===== config.mk =====
export PLATFORM = sky130hd
export DESIGN_NAME = pipeline_stage_reg
export DESIGN_NICKNAME = d
export VERILOG_FILES = /design/src/rtl/pipeline_stage_reg.sv
export SDC_FILE = /design/constraint.sdc
export NUM_CORES = 1
export LEC_CHECK = 0
export BUFFER_PORTS_ARGS = -buffer_cell sky130_fd_sc_hd__buf_2
export CAP_MARGIN = 30
export CORE_MARGIN = 3
export CORE_UTILIZATION = 50
export DETAILED_ROUTE_END_ITERATION = 8
export PLACE_DENSITY = 0.92
export SKIP_LAST_GASP = 1
export SLEW_MARGIN = 5
export SYNTH_ARGS = -nofsm -noshare
export SYNTH_HDL_FRONTEND = slang
export SYNTH_SLANG_ARGS = --single-unit

===== constraint.sdc =====
create_clock -name clk -period 2.3 [get_ports clk]
set_clock_uncertainty 0.1 [all_clocks]
set_input_delay 0 -clock clk [delete_from_list [all_inputs] [get_ports clk]]
set_output_delay 0 -clock clk [all_outputs]
set_load 0.02 [all_outputs]

===== src/rtl/pipeline_stage_reg.sv =====
// rtl/pipeline_stage_reg.sv - flow-controlled inter-stage pipeline register, optional skid slot (PIPE_STAGE_SKID_EN)
// All state updates on the falling edge; invalid slots always present zero control bits.
module pipeline_stage_reg #(
    parameter int DATA_W = 96,
    parameter int CTRL_W = 8
) (
    input  logic              clk,
    input  logic              rst,
    input  logic              flush_i,
    input  logic              up_valid_i,
    output logic              up_ready_o,
    input  logic [DATA_W-1:0] up_data_i,
    input  logic [CTRL_W-1:0] up_ctrl_i,
    output logic              dn_valid_o,
    input  logic              dn_ready_i,
    output logic [DATA_W-1:0] dn_data_o,
    output logic [CTRL_W-1:0] dn_ctrl_o
);

    logic              r_main_valid;
    logic [DATA_W-1:0] r_main_data;
    logic [CTRL_W-1:0] r_main_ctrl;

    logic w_up_xfer;
    logic w_dn_xfer;
    logic w_main_load;

    assign w_up_xfer   = up_valid_i & up_ready_o;
    assign w_dn_xfer   = r_main_valid & dn_ready_i;
    // Main slot may take a new entry when it is empty or being consumed this edge.
    assign w_main_load = w_dn_xfer | ~r_main_valid;

    assign dn_valid_o = r_main_valid;
    assign dn_data_o  = r_main_data;
    assign dn_ctrl_o  = r_main_ctrl & {CTRL_W{r_main_valid}};

`ifdef PIPE_STAGE_SKID_EN
    logic              r_skid_valid;
    logic [DATA_W-1:0] r_skid_data;
    logic [CTRL_W-1:0] r_skid_ctrl;

    // Ready depends only on registered state, breaking the ready path across stages.
    assign up_ready_o = ~r_skid_valid & ~rst;

    always_ff @(negedge clk) begin
        if (rst) begin
            r_main_valid <= 1'b0;
            r_main_data  <= '0;
            r_main_ctrl  <= '0;
            r_skid_valid <= 1'b0;
            r_skid_data  <= '0;
            r_skid_ctrl  <= '0;
        end else if (flush_i) begin
            r_main_valid <= 1'b0;
            r_main_ctrl  <= '0;
            r_skid_valid <= 1'b0;
            r_skid_ctrl  <= '0;
        end else if (w_main_load) begin
            if (r_skid_valid) begin
                r_main_valid <= 1'b1;
                r_main_data  <= r_skid_data;
                r_main_ctrl  <= r_skid_ctrl;
                r_skid_valid <= 1'b0;
                r_skid_ctrl  <= '0;
            end else if (w_up_xfer) begin
                r_main_valid <= 1'b1;
                r_main_data  <= up_data_i;
                r_main_ctrl  <= up_ctrl_i;
            end else begin
                r_main_valid <= 1'b0;
                r_main_ctrl  <= '0;
            end
        end else if (w_up_xfer) begin
            r_skid_valid <= 1'b1;
            r_skid_data  <= up_data_i;
            r_skid_ctrl  <= up_ctrl_i;
        end
    end
`else
    assign up_ready_o = (dn_ready_i | ~r_main_valid) & ~rst;

    always_ff @(negedge clk) begin
        if (rst) begin
            r_main_valid <= 1'b0;
            r_main_data  <= '0;
            r_main_ctrl  <= '0;
        end else if (flush_i) begin
            r_main_valid <= 1'b0;
            r_main_ctrl  <= '0;
        end else if (w_main_load) begin
            if (w_up_xfer) begin
                r_main_valid <= 1'b1;
                r_main_data  <= up_data_i;
                r_main_ctrl  <= up_ctrl_i;
            end else begin
                r_main_valid <= 1'b0;
                r_main_ctrl  <= '0;
            end
        end
    end
`endif

endmodule

After elaboration in Yosys (flattened, before gate mapping)
Index checks and enable logic that the tools add are counted.

cells by class
  bitwise gates (word level) = 9
  reduce and logical (&&, ||, !) cells = 2
  mux-type cells = 2

operator list
  cell                 count
  8-bit AND            1
  8-bit two-way mux    1
  1-bit AND            3
  1-bit inverter       3
  3-bit AND reduction  1
  1-bit OR             2
  2-bit OR reduction   1
  1-bit two-way mux    1

word-level totals
  output and inout bits = 106
  input bits = 109
  register bits = 105
  word-level logic and storage cells = 16

Longest topological paths before layout
  depth in word-level cells = 5
  gate-level depth with buffers = 6
  gate-level depth less buffers = 3

==> reports/metrics.csv <==
stage,metric,value,unit
run_status,status,finished with violations,
run_status,failing checks,setup timing,
clock_network,CTS Buf Count,9,
layout,layout cell share with drive strength beyond 1,34.6,%
logic_synthesis,Mapped Area,4500,µm²
clock_network,CTS H-tree depth,3,
clock_network,clk root buf,clkbuf_8,
placed_design,Post-DP Area,5830,µm²
global_route,first-pass GRT wire length,21.7,mm
logic_synthesis,most frequent cells after synthesis,"dfxtp_1 (105), a21oi_1 (104), nand2b_1 (97), a31o_1 (90), clkbuf_1 (30)",
route,Vias/cell,5.35,
global_route,antenna violations before repair,0,
layout,Diodes inserted,0,
sta,setup TNS,-397,ps
layout,Area Growth Syn to Fin,44.0,%
logic_synthesis,post-synthesis compound-gate area fraction,30.2,%
sta,worst-margin pin slew,274,ps
sta,unrepaired setup endpoints after global routing,yes,
power,VDD IR max,563,µV
logic_synthesis,asr flop ratio synth,0,%
critical_path,CP required,2200,ps
critical_path,slowest CP cell,dfxtp_4,
placed_design,detailed placement HPWL,9.16,mm
floorplan,Die H,101,µm
power,PD cells,677,nW/µm²
floorplan,Die W,101,µm
flow_run,max cap viols,0,
floorplan,die area,10200,µm²
logic_synthesis,post-synthesis adder-cell area fraction,0,%
logic_synthesis,number of synthesized flops with an enable pin,0,
floorplan,CORE AREA,8460,µm²
logic_synthesis,largest area contributor in the netlist,dfxtp_1,
clock_network,CTS Hold Buffers Added,0,
clock_network,later-pin clock latency in the skew report,400,ps
critical_path,CP arrival,2290,ps
layout,final instance area,6480,µm²
global_route,vias in the first global route,4948,
logic_synthesis,post-synthesis xor/xnor area fraction,0,%
sta,final setup margin,-94.5,ps
logic_synthesis,Synth Area per Inst,9.19,µm²
logic_synthesis,Main synth FF type,dfxtp_1,
route,routed len/inst,15.3,µm
global_route,GRT Util Overall,26.6,%
clock_network,clk sinks,105,
global_route,GRT overflow,0,
logic_synthesis,Post-Synth Simple-Gate Area,17.0,%
route,Routed Antenna Nets,0,
route,first drt pass iteration count,7,
floorplan,Starting Density,53.2,%
logic_synthesis,largest family of logic cells by synthesized area,compound AO/OA/AOI/OAI gates,
logic_synthesis,Netlist cell types,17,
logic_synthesis,top-count cell post-synth,dfxtp_1,
worst_hold_path,Hold WC Path Type,input port to output pin,
logic_synthesis,Mapped Cells,490,
logic_synthesis,Yosys top cell area share,46.7,%
critical_path,crit path cell chain,buf_6 > and2_4 > buf_6,
logic_synthesis,"Warnings, synthesis",0,
floorplan,IO Count,215,
critical_path,crit path launch type,flip-flop,
clock_network,TritonCTS clock tree,built,
sta,Slew HR,81.7,%
logic_synthesis,Yosys reg bits,105,
logic_synthesis,"Seq/Total Area, Yosys",46.7,%
placed_design,Buffers on Ports,214,
critical_path,Critical Path End Type,output pin,
logic_synthesis,"top cells by area, synth","dfxtp_1 (47%), a31o_1 (18%), nand2b_1 (13%), a21oi_1 (12%), clkbuf_1 (2.5%)",
power,Tot Pwr,4390,µW
critical_path,Crit Path Class,flip-flop to output pin,
route,post-route DRC violation count,0,
route,vias,4854,
clock_network,CTS Buffer Depth,2,
layout,Nets,907,
floorplan,num rows,33,
power,Leak,0.00342,µW
route,final WL,13.9,mm
sta,Final Hold Fails,0,
logic_synthesis,Synth Net Count,599,
critical_path,"Largest stage delay, worst path",360,ps
critical_path,Most common cell on crit path,buf_6,
sta,Setup-failing EPs final,6,
sta,Hold Slack,296,ps
logic_synthesis,multiplexer share of the synthesized area,0,%
clock_network,Worst-path clk slew,40,ps
placed_design,GPL Wtd Cong,0.902,
route,1st-iter DRT viols,231,
global_route,largest net degree at the start of global routing,45,
critical_path,crit-path max FO,8,
sta,final slew viol count,0,
## area by class of cell
cell class / instances / area [µm²]
clock buffers: 9 / 124
multi-input cells: 327 / 2160
well taps: 105 / 131
repair buffers: 250 / 1530
fillers: 558 / 1980
clock inverters: 112 / 438
flip-flops and latches: 105 / 2110
## per-stage QoR
step / worst slack (ps) / cells / utilization (%)
floorplan: 12.7 / 490 / -
global placement: -94.2 / 786 / 68.9
detailed placement: -113 / 786 / 68.9
CTS: -113 / 908 / 76.6
global route: -146 / 908 / 76.6
finish: -94.5 / 908 / 76.6
## report_power, final
group          switching, µW  internal [µW]  leakage [µW]
combinational            347            291       0.00190
clock                   1140            631      0.000657
sequential              52.7           1930      0.000860
## final timing paths
path / from / cells after the start / to / slack, ps
worst max register to register: dn_valid_o$_SDFFE_NP0P_ / 5 / dn_data_o[24]$_SDFFE_NP0P_ / 750
worst min-delay path: dn_ready_i / 4 / up_ready_o / 300
worst max-delay path: dn_valid_o$_SDFFE_NP0P_ / 3 / dn_ctrl_o[0] / -90
worst min register to register: r_main_ctrl[6]$_SDFFE_NP0P_ / 2 / r_main_ctrl[6]$_SDFFE_NP0P_ / 360
## cells in the final DEF, fill, tap and decap left out, drive strengths merged
| cell type | n |
|---|---|
| dfxtp | 105 |
| nand2b | 97 |
| and2 | 8 |
| nand2 | 8 |
| or2 | 1 |
| clkbuf | 9 |
| a31o | 96 |
| inv | 110 |
| nand3 | 8 |
| a21oi | 104 |
| nor2 | 3 |
| buf | 250 |
| nor3b | 1 |
| clkinv | 2 |
| nor2b | 1 |
## state kept, by name (all words and copies together), names as in the netlist
signal       flops
dn_valid_o       1
dn_data_o       96
r_main_ctrl      8
## layer usage
| layer | vias up | wire length (µm) | track usage (%) |
|---|---|---|---|
| met5 | - | 0 | 0 |
| met4 | 0 | 214 | 11.7 |
| met3 | 22 | 1570 | 13.1 |
| met2 | 260 | 7040 | 45.9 |
| met1 | 2220 | 5110 | 27.1 |
| li1 | 2352 | - | - |
## worst max-delay path, delay by kind of cell, from the launching register on
kind	cells	cell delay, ps
buffers and inverters	2	240
flip-flops	1	360
AND/OR/NAND/NOR	1	130
## timing repair
action | CTS | global route
endpoints found under the setup margin | 9 | 10
gates resized for setup | 26 | 0
pin swaps | 1 | 1
buffers inserted | 2 | 0
## cells by family after synthesis
| kind of cell | Yosys count |
|---|---|
| compound gates | 200 |
| buf+inv | 58 |
| flops | 105 |
| simple gates | 127 |
Note: power is estimated with default switching activity, not from simulation.
